$ cat src/rtl/game_pkg.sv
// game_pkg: shared state enum, move type and board constants for the sum-to-15 game.
package game_pkg;
  localparam int NUM_CELLS = 9;
  localparam int WIN_SUM = 15;
  typedef logic [3:0] move_t;
  typedef enum logic [2:0] {NEW, C_REQ, EVAL_C, H_WAIT, EVAL_H, H_WIN, C_WIN, DRAW} state_t;
  function automatic logic [NUM_CELLS-1:0] cell_mask(input move_t m);
    return (m >= 4'd1 && m <= 4'd9) ? NUM_CELLS'(1) << (m - 4'd1) : '0;
  endfunction
endpackage

$ cat src/rtl/game_turn_ctrl_win_check.sv
// win_check: true when any three distinct owned numbers sum to WIN_SUM.
module win_check
  import game_pkg::*;
(
  input  logic [NUM_CELLS-1:0] cells,
  output logic                 win
);
  always_comb begin
    win = 1'b0;
    for (int i = 1; i <= NUM_CELLS; i++)
      for (int j = i + 1; j <= NUM_CELLS; j++)
        for (int k = j + 1; k <= NUM_CELLS; k++)
          if (i + j + k == WIN_SUM && cells[i-1] && cells[j-1] && cells[k-1]) win = 1'b1;
  end
endmodule

$ cat src/rtl/game_turn_ctrl.sv
// game_turn_ctrl: turn sequencing for the sum-to-15 game.
// Define GAME_COMP_FIRST_EN to let the computer move first after NEW.
module game_turn_ctrl
  import game_pkg::*;
(
  input  logic       clock,
  input  logic       reset_L,
  input  logic       enter_L,
  input  logic       newGame_L,
  input  logic [3:0] hMove,
  input  logic [3:0] cMove,
  input  logic       cValid,
  output logic       cReq,
  output logic [8:0] hTaken,
  output logic [8:0] cTaken,
  output logic       hTurn,
  output logic       illegal,
  output logic       humanWin,
  output logic       compWin,
  output logic       draw
);
`ifdef GAME_COMP_FIRST_EN
  localparam state_t FIRST = C_REQ;
`else
  localparam state_t FIRST = H_WAIT;
`endif
  state_t state, next;
  logic enter_q, press, h_ok, c_ok, h_win, c_win, full, ill_nx;
  logic [8:0] h_mask, c_mask, h_nx, c_nx;
  assign press  = enter_q & ~enter_L;
  assign h_mask = cell_mask(hMove);
  assign c_mask = cell_mask(cMove);
  assign h_ok   = h_mask != '0 && (h_mask & (hTaken | cTaken)) == '0;
  assign c_ok   = c_mask != '0 && (c_mask & (hTaken | cTaken)) == '0;
  assign full   = &(hTaken | cTaken);
  assign hTurn    = state == H_WAIT;
  assign cReq     = state == C_REQ;
  assign humanWin = state == H_WIN;
  assign compWin  = state == C_WIN;
  assign draw     = state == DRAW;
  win_check u_hwin (.cells(hTaken), .win(h_win));
  win_check u_cwin (.cells(cTaken), .win(c_win));
  always_ff @(posedge clock) begin
    if (!reset_L) begin
      state   <= NEW;
      hTaken  <= '0;
      cTaken  <= '0;
      illegal <= 1'b0;
      enter_q <= 1'b1;
    end else begin
      state   <= next;
      hTaken  <= h_nx;
      cTaken  <= c_nx;
      illegal <= ill_nx;
      enter_q <= enter_L;
    end
  end
  always_comb begin
    next   = state;
    h_nx   = hTaken;
    c_nx   = cTaken;
    ill_nx = illegal;
    if (!newGame_L) begin
      next   = NEW;
      h_nx   = '0;
      c_nx   = '0;
      ill_nx = 1'b0;
    end else begin
      case (state)
        NEW:    next = FIRST;
        H_WAIT: if (press) begin
          ill_nx = !h_ok;
          if (h_ok) begin
            h_nx = hTaken | h_mask;
            next = EVAL_H;
          end
        end
        EVAL_H: next = h_win ? H_WIN : full ? DRAW : C_REQ;
        C_REQ:  if (cValid && c_ok) begin
          c_nx = cTaken | c_mask;
          next = EVAL_C;
        end
        EVAL_C: next = c_win ? C_WIN : full ? DRAW : H_WAIT;
        default: next = state;
      endcase
    end
  end
endmodule

$ cat config.mk
export PLATFORM = sky130hd
export DESIGN_NAME = game_turn_ctrl
export DESIGN_NICKNAME = d
export VERILOG_FILES = /design/src/rtl/game_pkg.sv /design/src/rtl/game_turn_ctrl_win_check.sv /design/src/rtl/game_turn_ctrl.sv
export SDC_FILE = /design/constraint.sdc
export NUM_CORES = 1
export LEC_CHECK = 0
export CORE_ASPECT_RATIO = 1.4
export CORE_MARGIN = 1
export CORE_UTILIZATION = 49
export CTS_CLUSTER_SIZE = 25
export DETAILED_ROUTE_END_ITERATION = 16
export PLACE_DENSITY = 0.88
export SLEW_MARGIN = 10
export SYNTH_ARGS = -nofsm -noshare
export SYNTH_HDL_FRONTEND = slang
export SYNTH_SLANG_ARGS = --single-unit
$ cat constraint.sdc
create_clock -name clock -period 3.4 [get_ports clock]
set_input_delay 0.85 -clock clock [delete_from_list [all_inputs] [get_ports clock]]
set_output_delay 0.85 -clock clock [all_outputs]
set_load 0.01 [all_outputs]
Word-level counts from Yosys, hierarchy flattened
Index checks and enable logic that the tools add are counted.

storage, ports and cells
  output and inout port bits = 24
  bits in writable memories = 0
  latch bits = 0
  memories = 0
  bits in registers = 23
  ROM bits = 0

operators by class
  divide/modulo/power cells = 0
  magnitude comparators = 4
  reduce and logical (&&, ||, !) cells = 50
  muxes and demuxes = 26
  shift-type cells = 2
  add/subtract/negate cells = 2
  equal/unequal tests = 10
  $mul = 0
  bitwise operators = 7

operators with widths
  operator                                                                              count
  1-bit logical AND                                                                     37
  9-bit bitwise OR                                                                      3
  3-bit 2-to-1 mux                                                                      7
  9-bit AND                                                                             2
  9-bit logical NOT                                                                     2
  9-bit 2-to-1 mux                                                                      2
  9-bit nonzero test                                                                    2
  1-bit by 4-bit left shift with 9-bit output (first input constant)                    2
  1-bit 2-to-1 mux                                                                      16
  3-bit one-hot mux with 5 select lines                                                 1
  3-bit equality test (second input constant)                                           4
  9-bit AND reduction                                                                   1
  4-bit by 1-bit greater-or-equal comparator with 1-bit output (second input constant)  2
  4-bit <= comparator (second input constant)                                           2
  4-bit by 1-bit subtractor with 4-bit output (second input constant)                   2
  3-bit by 2-bit equality test with 1-bit output (second input constant)                2
  2-bit by 1-bit != test with 1-bit output (second input constant)                      3
  2-bit AND reduction                                                                   3
  5-bit nonzero test                                                                    1
  4-bit AND reduction                                                                   1
  3-bit by 1-bit equality test with 1-bit output (second input constant)                1
  3-bit logical NOT                                                                     1
  3-bit AND reduction                                                                   1
  1-bit AND                                                                             1
  other kinds (2)                                                                       2

Logic depth before layout (Yosys ltp)
Gate-level depths: netlist (run 1).

  depth after elaboration = 12
  mapped depth = 10
  depth with buffers taken out = 8

Modules after synthesis
Synthesis (run 1) repeated with hierarchy kept, for this count alone.

second synthesis, totals
  cell total of the unflattened synthesis = 189
  area total of the unflattened synthesis = 1,476.4 sq um

modules (own cells, without submodules)
  module          cells each  sequential area each (sq um)  area each (sq um)  instances
  game_turn_ctrl  175         460.4                         1,366.3            1
  win_check       7           0.0                           55.1               2

Worst setup path before layout (run 1)
OpenSTA, ideal clock, no wires.

  path type = in2reg
  start point = input hMove[1]
  end point = register hTaken[8]
  library setup time = 0.129 ns
  buffers on the path = 2
  stages = 9
  path slack = 0.485 ns
  data arrival time = 2.786 ns
  required time = 3.271 ns
  path through = buf_2 nor2_1 ha_1 mux4_2 or3b_2 o2111a_2 buf_6 a41oi_1 nor2_1

between the ends
  longest elaborated chain between the ends = 7
  elaborated cells between the ends (all ways) = 12
  those cells by class = add/sub (1); order compare (2); shift (1); mux (1); bitwise (2); reduce/logical (5)

ends and longest elaborated chain
  what                                                                              RTL line              RTL
  start, declared                                                                   game_turn_ctrl.sv:10  input logic [3:0] hMove,
  4-bit by 1-bit subtractor with 4-bit output, or another cell as far along         game_pkg.sv:8         return (m >= 4'd1 && m <= 4'd9) ? NUM_CELLS'(1) << (m - 4'd1) : '0;
  1-bit by 4-bit left shift with 9-bit output or 1-bit logical AND (tied branches)  game_pkg.sv:8
  9-bit 2-to-1 mux *                                                                game_pkg.sv:8
  9-bit AND                                                                         game_turn_ctrl.sv:33  assign h_ok = h_mask != '0 && (h_mask & (hTaken | cTaken)) == '0;
  9-bit logical NOT                                                                 game_turn_ctrl.sv:33
  1-bit logical AND                                                                 game_turn_ctrl.sv:33
  3-bit AND reduction (no source line)                                              --
  end signal, assigned                                                              game_turn_ctrl.sv:52  hTaken <= h_nx;
  end, declared                                                                     game_turn_ctrl.sv:14  output logic [8:0] hTaken,

Every way passes the cells marked *; elsewhere a longest branch is shown, timed or not.
A chain may end at the register's enable or synchronous reset.

Final worst setup path (run 1)
  start point = input cMove[2]
  end point = register state[1]

between the ends
  longest elaborated chain between the ends = 9
  elaborated cells between the ends (all ways) = 13
  those cells by class = add/sub (1); order compare (2); eq/ne (1); shift (1); mux (1); bitwise (1); reduce/logical (6)

ends and longest elaborated chain
  what                                                                              RTL line              RTL
  start, declared                                                                   game_turn_ctrl.sv:11  input logic [3:0] cMove,
  4-bit by 1-bit subtractor with 4-bit output, or another cell as far along         game_pkg.sv:8
  1-bit by 4-bit left shift with 9-bit output or 1-bit logical AND (tied branches)  game_pkg.sv:8
  9-bit 2-to-1 mux *                                                                game_pkg.sv:8
  9-bit AND                                                                         game_turn_ctrl.sv:34  assign c_ok = c_mask != '0 && (c_mask & (hTaken | cTaken)) == '0;
  9-bit logical NOT                                                                 game_turn_ctrl.sv:34
  1-bit logical AND *                                                               game_turn_ctrl.sv:34
  1-bit logical AND *                                                               game_turn_ctrl.sv:79  C_REQ: if (cValid && c_ok) begin
  2-bit by 1-bit != test with 1-bit output (no source line) *                       --
  4-bit AND reduction (no source line) *                                            --
  end signal, assigned                                                              game_turn_ctrl.sv:51  state <= next;
  end, declared                                                                     game_turn_ctrl.sv:27  state_t state, next;

Marked as above.

==> parameters.txt, run 1 <==
Parameter                              Value

Status
  Result of the run ... finished clean

Route
  Met2 wire len ... 2000 um
  TritonRoute pass-1 iters ... 5
  Ratio of routed vias to standard cells ... 6.33
  Antenna Nets Post-Route ... 0
  Total wirelength of the detailed-routed design ... 4070 um
  DRC violation count after routing ... 0
  Met3 Routed Length ... 265 um
  Top routing layer in use ... met4
  Wire length per cell after detailed routing ... 15.4 um
  DRC marker count from the first detailed-route iteration ... 96
  Routed metal-1 wire length ... 1670 um
  Number of vias after detailed routing ... 1671

Cells and area
  Number of nets at the end of the flow ... 245
  Fraction of final layout cells sized beyond drive strength 1 ... 0.101
  Most frequent cells in the layout ... sky130_fd_sc_hd__nor2_1 (44), sky130_fd_sc_hd__clkdlybuf4s50_1 (36), sky130_fd_sc_hd__dfxtp_1 (23)
  Ant diodes ... 0
  Synth-to-Final Area Change ... 30.8%
  Post-route design area ... 1960 um2
  Most common cell after layout, fill and taps aside ... sky130_fd_sc_hd__nor2_1

STA
  Clock period minus worst slack ... 3040 ps
  Final worst-path cycle share ... 0.895
  Relative slew slack ... 0.468
  Post-Route Setup TNS ... 0 ps
  Largest clock skew in the final design ... 12.1 ps
  Worst-Margin Slew ... 796 ps
  Final hold violation count ... 0
  Setup-violating endpoint count in the final report ... 0
  Achievable frequency ... 0.329 GHz
  Unrepaired setup endpoints after global routing ... false
  Final Max Slew Viols ... 0

Critical path
  FF-to-FF Start ... hTaken[1]
  Critical path launch point ... cMove[2]
  Critical Path RT ... 3560 ps
  Category of the worst setup path capture point ... flip-flop
  Worst EP arrival ... 3200 ps
  Setup CP Type ... in -> reg
  Kind of launch point of the worst setup path ... input pin
  Highest net fanout along the worst path ... 6

Power
  Power share of the sequential group ... 0.506
  Maximum vdd drop ... 0.000183 V
  PD cells ... 277 nW/um2
  Leakage power ... 0.677 nW
  Switching Share ... 0.270
  Share of power burned in the clock network ... 0.319
  Internal power contribution ... 397 uW
  Combinational share of power ... 0.175
  Switching pwr ... 147 uW

Worst hold path
  Class of the tightest hold or removal check ... reg -> reg
  Hold Startpoint ... cTaken[8]

Synthesis
  Post-synth EDFFs ... 0
  Number of synthesized register bits ... 23
  Synth Net Count ... 205
  Top cell type by total area after synthesis ... sky130_fd_sc_hd__dfxtp_1
  Netlist cell types ... 51
  Number of warnings issued by yosys ... 0
  Mapped Cells ... 188
  Top FF cell, synth ... sky130_fd_sc_hd__dfxtp_1
  Synth Cell Area ... 1500 um2
  Sequential share of the synthesized area ... 0.307
  Proportion of synthesized flip-flops having asynchronous set or reset ... 0
  Mean instance size in the synthesized netlist ... 7.97 um2
  Area share of the largest cell type after synthesis ... 0.307
  Top cells by area, synth ... sky130_fd_sc_hd__dfxtp_1 (31%), sky130_fd_sc_hd__nor2_1 (11%), sky130_fd_sc_hd__a22o_1 (5.8%)

GRT
  All-Layer GR Usage ... 0.257
  Via count of the first global-routing pass ... 1417
  Initial antenna violation count ... 0
  Pin count of the biggest net entering global routing ... 23
  Overflow left after global routing ... 0
  Global-route wire length before repair ... 6530 um

Placement
  DP Wirelength ... 2960 um
  Count of input and output buffers ... 36
  Placer congestion estimate ... 0.869
  Cell area after placement ... 1910 um2

Floorplanning
  Placeable core region ... 2880 um2
  Height of the chip ... 67.4 um
  Count of standard-cell rows ... 23
  Effective utilization at floorplan ... 0.521
  Overall die area ... 3290 um2
  I/O pin count ... 37
  Width of the die ... 48.7 um

Clock network
  CTS clock-pin slew for the worst setup and hold paths ... 80 ps
  PostCTS Resize Cnt ... 0
  Clk sinks ... 23
  TritonCTS clock tree ... yes
  Level count of the clock H-tree ... 1
  Clock buffer depth ... 2
  Clock buffer count from CTS ... 3
  Clock latency reported for the late side of the worst-skew pair ... 270 ps
  Number of buffers added to fix hold violations after cts ... 0
  Buffer count from post-CTS setup fixing ... 0
  Buffer type at the clock tree root ... sky130_fd_sc_hd__clkbuf_8

Run
  Max-cap violations ... 0
power by group through the flow:
stage | Combinational [mW] | Clock [mW] | Sequential [mW]
floorplan | 0.0592 | 0 | 0.280
global placement | 0.0922 | 0 | 0.281
detailed placement | 0.0936 | 0 | 0.281
CTS | 0.0941 | 0.173 | 0.275
global route | 0.104 | 0.184 | 0.276
finish | 0.0953 | 0.173 | 0.275
synth_stat cells, types with 2 or more instances:
master and instances:
sky130_fd_sc_hd__buf_2 2, sky130_fd_sc_hd__a21oi_1 7, sky130_fd_sc_hd__or3_1 2, sky130_fd_sc_hd__nor3_1 7
sky130_fd_sc_hd__buf_6 2, sky130_fd_sc_hd__nand3b_1 2, sky130_fd_sc_hd__o21ai_0 6, sky130_fd_sc_hd__dfxtp_1 23
sky130_fd_sc_hd__ha_1 4, sky130_fd_sc_hd__and3_1 2, sky130_fd_sc_hd__a22o_1 10, sky130_fd_sc_hd__a41oi_1 3
sky130_fd_sc_hd__o31ai_1 2, sky130_fd_sc_hd__nor2_1 44, sky130_fd_sc_hd__nand2_1 6, sky130_fd_sc_hd__inv_1 6
sky130_fd_sc_hd__nor2b_1 4, sky130_fd_sc_hd__a31oi_1 12, sky130_fd_sc_hd__nor4_1 3, sky130_fd_sc_hd__nand2b_1 6
sky130_fd_sc_hd__clkbuf_1 5
per-layer routing:
| metal | up-vias | track usage |
|---|---|---|
| li1 | 787 | - |
| met1 | 779 | 0.304 |
| met2 | 90 | 0.457 |
| met3 | 15 | 0.0248 |
| met4 | 0 | 0.143 |
| met5 | - | 0 |
per-stage QoR:
step	total power [mW]	hold slack, ps	std cells	setup WS (ps)	util
floorplan	0.340	532	188	485	-
global placement	0.373	524	260	188	0.665
detailed placement	0.375	527	260	101	0.665
CTS	0.542	546	264	375	0.681
global route	0.563	572	264	160	0.681
finish	0.544	543	264	358	0.681
cell families (layout without fill, tap and decap cells):
logic type | Yosys count | in the layout | synth area share
simple gates | 88 | 88 | 0.307
compound gates | 55 | 55 | 0.276
flops | 23 | 23 | 0.307
buf+inv | 15 | 54 | 0.0492
fa+ha+maj | 4 | 4 | 0.0334
xor+xnor | 2 | 2 | 0.0117
mux | 1 | 1 | 0.0150
critical path, stage by stage:
cell	delay, ps
sky130_fd_sc_hd__clkdlybuf4s50_1	580
sky130_fd_sc_hd__inv_1	70
sky130_fd_sc_hd__ha_1	350
sky130_fd_sc_hd__nor2b_1	70
sky130_fd_sc_hd__o31ai_1	210
sky130_fd_sc_hd__nand4_1	200
sky130_fd_sc_hd__nor3_1	430
sky130_fd_sc_hd__nor2_1	130
sky130_fd_sc_hd__a2111oi_2	330
worst paths after layout:
path,to,slack [ps],depth (start not counted)
max reg2reg,state[1],1120,5
min,cTaken[8],540,2
min reg2reg,cTaken[8],540,2
max,state[1],360,9
flip-flops by register name, indices dropped and copies added, names as in the netlist:
| name | flops |
|---|---|
| cTaken | 9 |
| enter_q | 1 |
| hTaken | 9 |
| illegal | 1 |
| state | 3 |
area by class of cell:
class	count	area [um2]
clock inverter	1	5.00
sequential	23	460
multi-input combinational	150	965
tap	37	46.3
timing repair buffer	44	420
clock buffer	3	41.3
inverter	6	22.5
fill	255	917
No activity file was read; power rests on OpenSTA's default activity.
==> run 2: changes to the inputs <==
--- a/config.mk
+++ b/config.mk
@@ -5,6 +5,7 @@
 export SDC_FILE = /design/constraint.sdc
 export NUM_CORES = 1
 export LEC_CHECK = 0
+export CAP_MARGIN = 30
 export CORE_ASPECT_RATIO = 1.4
 export CORE_MARGIN = 1
 export CORE_UTILIZATION = 49
==> results of run 2 <==
Final layout, timing and power as in run 1 (identical DEF).
==> run 3: changes to the inputs <==
--- a/config.mk
+++ b/config.mk
@@ -8,10 +8,10 @@
 export CAP_MARGIN = 30
 export CORE_ASPECT_RATIO = 1.4
 export CORE_MARGIN = 1
-export CORE_UTILIZATION = 49
+export CORE_UTILIZATION = 50
 export CTS_CLUSTER_SIZE = 25
 export DETAILED_ROUTE_END_ITERATION = 16
-export PLACE_DENSITY = 0.88
+export PLACE_DENSITY = 0.9
 export SLEW_MARGIN = 10
 export SYNTH_ARGS = -nofsm -noshare
 export SYNTH_HDL_FRONTEND = slang
==> constraint.sdc (replaced) <==
create_clock -name clock -period 3.5 [get_ports clock]
set_input_delay 0.875 -clock clock [delete_from_list [all_inputs] [get_ports clock]]
set_output_delay 0.875 -clock clock [all_outputs]
set_load 0.01 [all_outputs]
==> run 3 against run 2 <==
First-iteration DRC count decreased by 34%. Core utilization increased by 0.38 points. Global-route usage grew 2.5 points. Largest cell class unchanged. Largest power group unchanged.
==> parameters.txt, run 3 (synthesis gave the netlist of run 1 again) <==
Parameter                              Value

GRT
  Pin count of the biggest net entering global routing ... 23 (unchanged)
  All-Layer GR Usage ... 0.282 (+0.0254)
  Via count of the first global-routing pass ... 1554 (+9.7%)
  Initial antenna violation count ... 0 (unchanged)
  Overflow left after global routing ... 0 (unchanged)
  Global-route wire length before repair ... 6650 um (+1.8%)

Cells and area
  Count of filler cells inserted in the layout ... 247 (-3.1%)
  Most common cell after layout, fill and taps aside ... sky130_fd_sc_hd__nor2_1
  Top Registers ... cTaken (9), hTaken (9), state (3)
  Number of nets at the end of the flow ... 244 (-0.41%)
  Post-layout instance count excluding filler cells ... 263 (-0.38%)
  Combined area of the multi-input logic cells ... 965 um2 (unchanged)
  Synth-to-Final Area Change ... 30.2%
  Fraction of final layout cells sized beyond drive strength 1 ... 0.0929 (-0.00840)
  Post-route design area ... 1950 um2 (-0.45%)
  Total area of sequential cells ... 460 um2 (unchanged)
  Most frequent cells in the layout ... sky130_fd_sc_hd__nor2_1 (44), sky130_fd_sc_hd__clkdlybuf4s50_1 (36), sky130_fd_sc_hd__dfxtp_1 (23)
  Ant diodes ... 0 (unchanged)

STA
  Final Hold Slack ... 563 ps (+19.1 ps)
  Final Max Slew Viols ... 0 (unchanged)
  Largest clock skew in the final design ... 1.66 ps (-10.5 ps)
  Clock period minus worst slack ... 3130 ps
  Final worst-path cycle share ... 0.895
  Worst-Margin Slew ... 770 ps (-26.3 ps)
  Setup WS post-layout ... 366 ps (+7.77 ps)
  Unrepaired setup endpoints after global routing ... false
  Achievable frequency ... 0.319 GHz
  Setup-violating endpoint count in the final report ... 0 (unchanged)
  Final hold violation count ... 0 (unchanged)
  Post-Route Setup TNS ... 0 ps (unchanged)
  Relative slew slack ... 0.486 (+0.0176)

Route
  DRC marker count from the first detailed-route iteration ... 63 (-34%)
  Antenna Nets Post-Route ... 0 (unchanged)
  Ratio of routed vias to standard cells ... 6.30 (-0.52%)
  Total wirelength of the detailed-routed design ... 4090 um (+0.54%)
  DRC violation count after routing ... 0 (unchanged)
  Number of vias after detailed routing ... 1656 (-0.90%)
  Wire length per cell after detailed routing ... 15.5 um (+0.92%)
  TritonRoute pass-1 iters ... 5 (unchanged)

Worst hold path
  Class of the tightest hold or removal check ... reg -> reg
  Destination of the worst hold path ... cTaken[8]
  Hold Startpoint ... cTaken[8]
  Cell count of the worst hold path ... 2 (unchanged)

Clock network
  TritonCTS clock tree ... yes
  Number of buffers added to fix hold violations after cts ... 0 (unchanged)
  Buffer type at the clock tree root ... sky130_fd_sc_hd__clkbuf_8
  Clk sinks ... 23 (unchanged)
  Level count of the clock H-tree ... 1 (unchanged)
  PostCTS Resize Cnt ... 0 (unchanged)
  Buffer count from post-CTS setup fixing ... 0 (unchanged)
  Clock latency reported for the late side of the worst-skew pair ... 270 ps (about the same)
  Clock buffer count from CTS ... 3 (unchanged)
  CTS clock-pin slew for the worst setup and hold paths ... 80 ps (about the same)
  Clock buffer depth ... 2 (unchanged)

Floorplanning
  Height of the chip ... 66.8 um (-0.97%)
  Effective utilization at floorplan ... 0.526 (+0.00526)
  Overall die area ... 3220 um2 (-1.9%)
  I/O pin count ... 37 (unchanged)
  Placeable core region ... 2850 um2 (-1.0%)
  Count of standard-cell rows ... 23 (unchanged)
  Width of the die ... 48.3 um (-0.96%)

Placement
  Count of input and output buffers ... 36 (unchanged)
  Worst setup timing slack at the placement stage ... 130 ps (+29.0 ps)
  Placer congestion estimate ... 0.878 (+1.0%)
  DP Wirelength ... 3050 um (+2.9%)
  Placed Instances ... 259 (-0.38%)
  Cell area after placement ... 1910 um2 (-0.39%)

Power
  Maximum vdd drop ... 0.000199 V (+9.0%)
  Leakage power ... 0.669 nW (-1.1%)
  PD cells ... 269 nW/um2 (-3.1%)

Critical path
  Critical path launch point ... cMove[1]
  Delay contributed by the slowest stage of the critical path ... 630 ps (+50 ps)
  Critical Path Slowest Stage Cell ... sky130_fd_sc_hd__clkdlybuf4s50_1
  Series of cell instances along the critical path ... clkdlybuf4s50_1, nor2_1, ha_1, nor2b_1, o31ai_1, nand4_1, nor3_1, nor2_1, a2111oi_2
  FF-to-FF Start ... hTaken[1]
  Endpoint of the lowest-slack register-to-register path ... state[1]
  Worst r2r path cells ... 5 (unchanged)
  Highest net fanout along the worst path ... 9 (+3)
  Critical Path RT ... 3660 ps (+100 ps)
  Kind of launch point of the worst setup path ... input pin
  Setup CP Type ... in -> reg
  Worst EP arrival ... 3300 ps (+100 ps)
  Category of the worst setup path capture point ... flip-flop
  Cell type with the highest occurrence count on the critical path ... sky130_fd_sc_hd__nor2_1
  Worst-case register-to-register setup slack ... 1260 ps (+140 ps)

Status
  Result of the run ... finished clean

Run
  Max-cap violations ... 0 (unchanged)
run 3: area by class of cell:
type / count / area share
Tap cell: 37 / 0.0237
Timing Repair Buffer: 43 / 0.212
Sequential cell: 23 / 0.236
Multi-Input combinational cell: 150 / 0.494
Clock buffer: 4 / 0.0231
Inverter: 6 / 0.0115
run 3: where the power goes:
part | total (mW) | internal, mW | switching [mW] | leakage (nW)
clock | 0.166 | 0.0814 | 0.0846 | 0.0228
combinational | 0.0917 | 0.0412 | 0.0506 | 0.460
sequential | 0.267 | 0.264 | 0.00311 | 0.186
total | 0.525 | 0.386 | 0.138 | 0.669
run 3: worst max-delay path: cells and delay by family:
kind / cells / cell delay, ps
compound gates: 2 / 560
fa+ha+maj: 1 / 370
buf+inv: 1 / 630
simple gates: 5 / 850
run 3: worst max-delay path by stage:
stage,to
global placement,state[1]
detailed placement,state[1]
finish,state[1]
CTS,state[1]
global route,state[1]
floorplan,hTaken[8]
run 3: through the flow:
stage	total power [mW]	util
after global routing	0.547	0.685
after floorplan	0.330	-
after global placement	0.361	0.669
after CTS	0.528	0.685
final	0.525	0.685
after detailed placement	0.363	0.669
run 3: layer usage:
metal,part of all wire,GRT usage
met5,0,0
met4,0.025,0.149
met3,0.062,0.0407
met2,0.51,0.455
met1,0.40,0.343
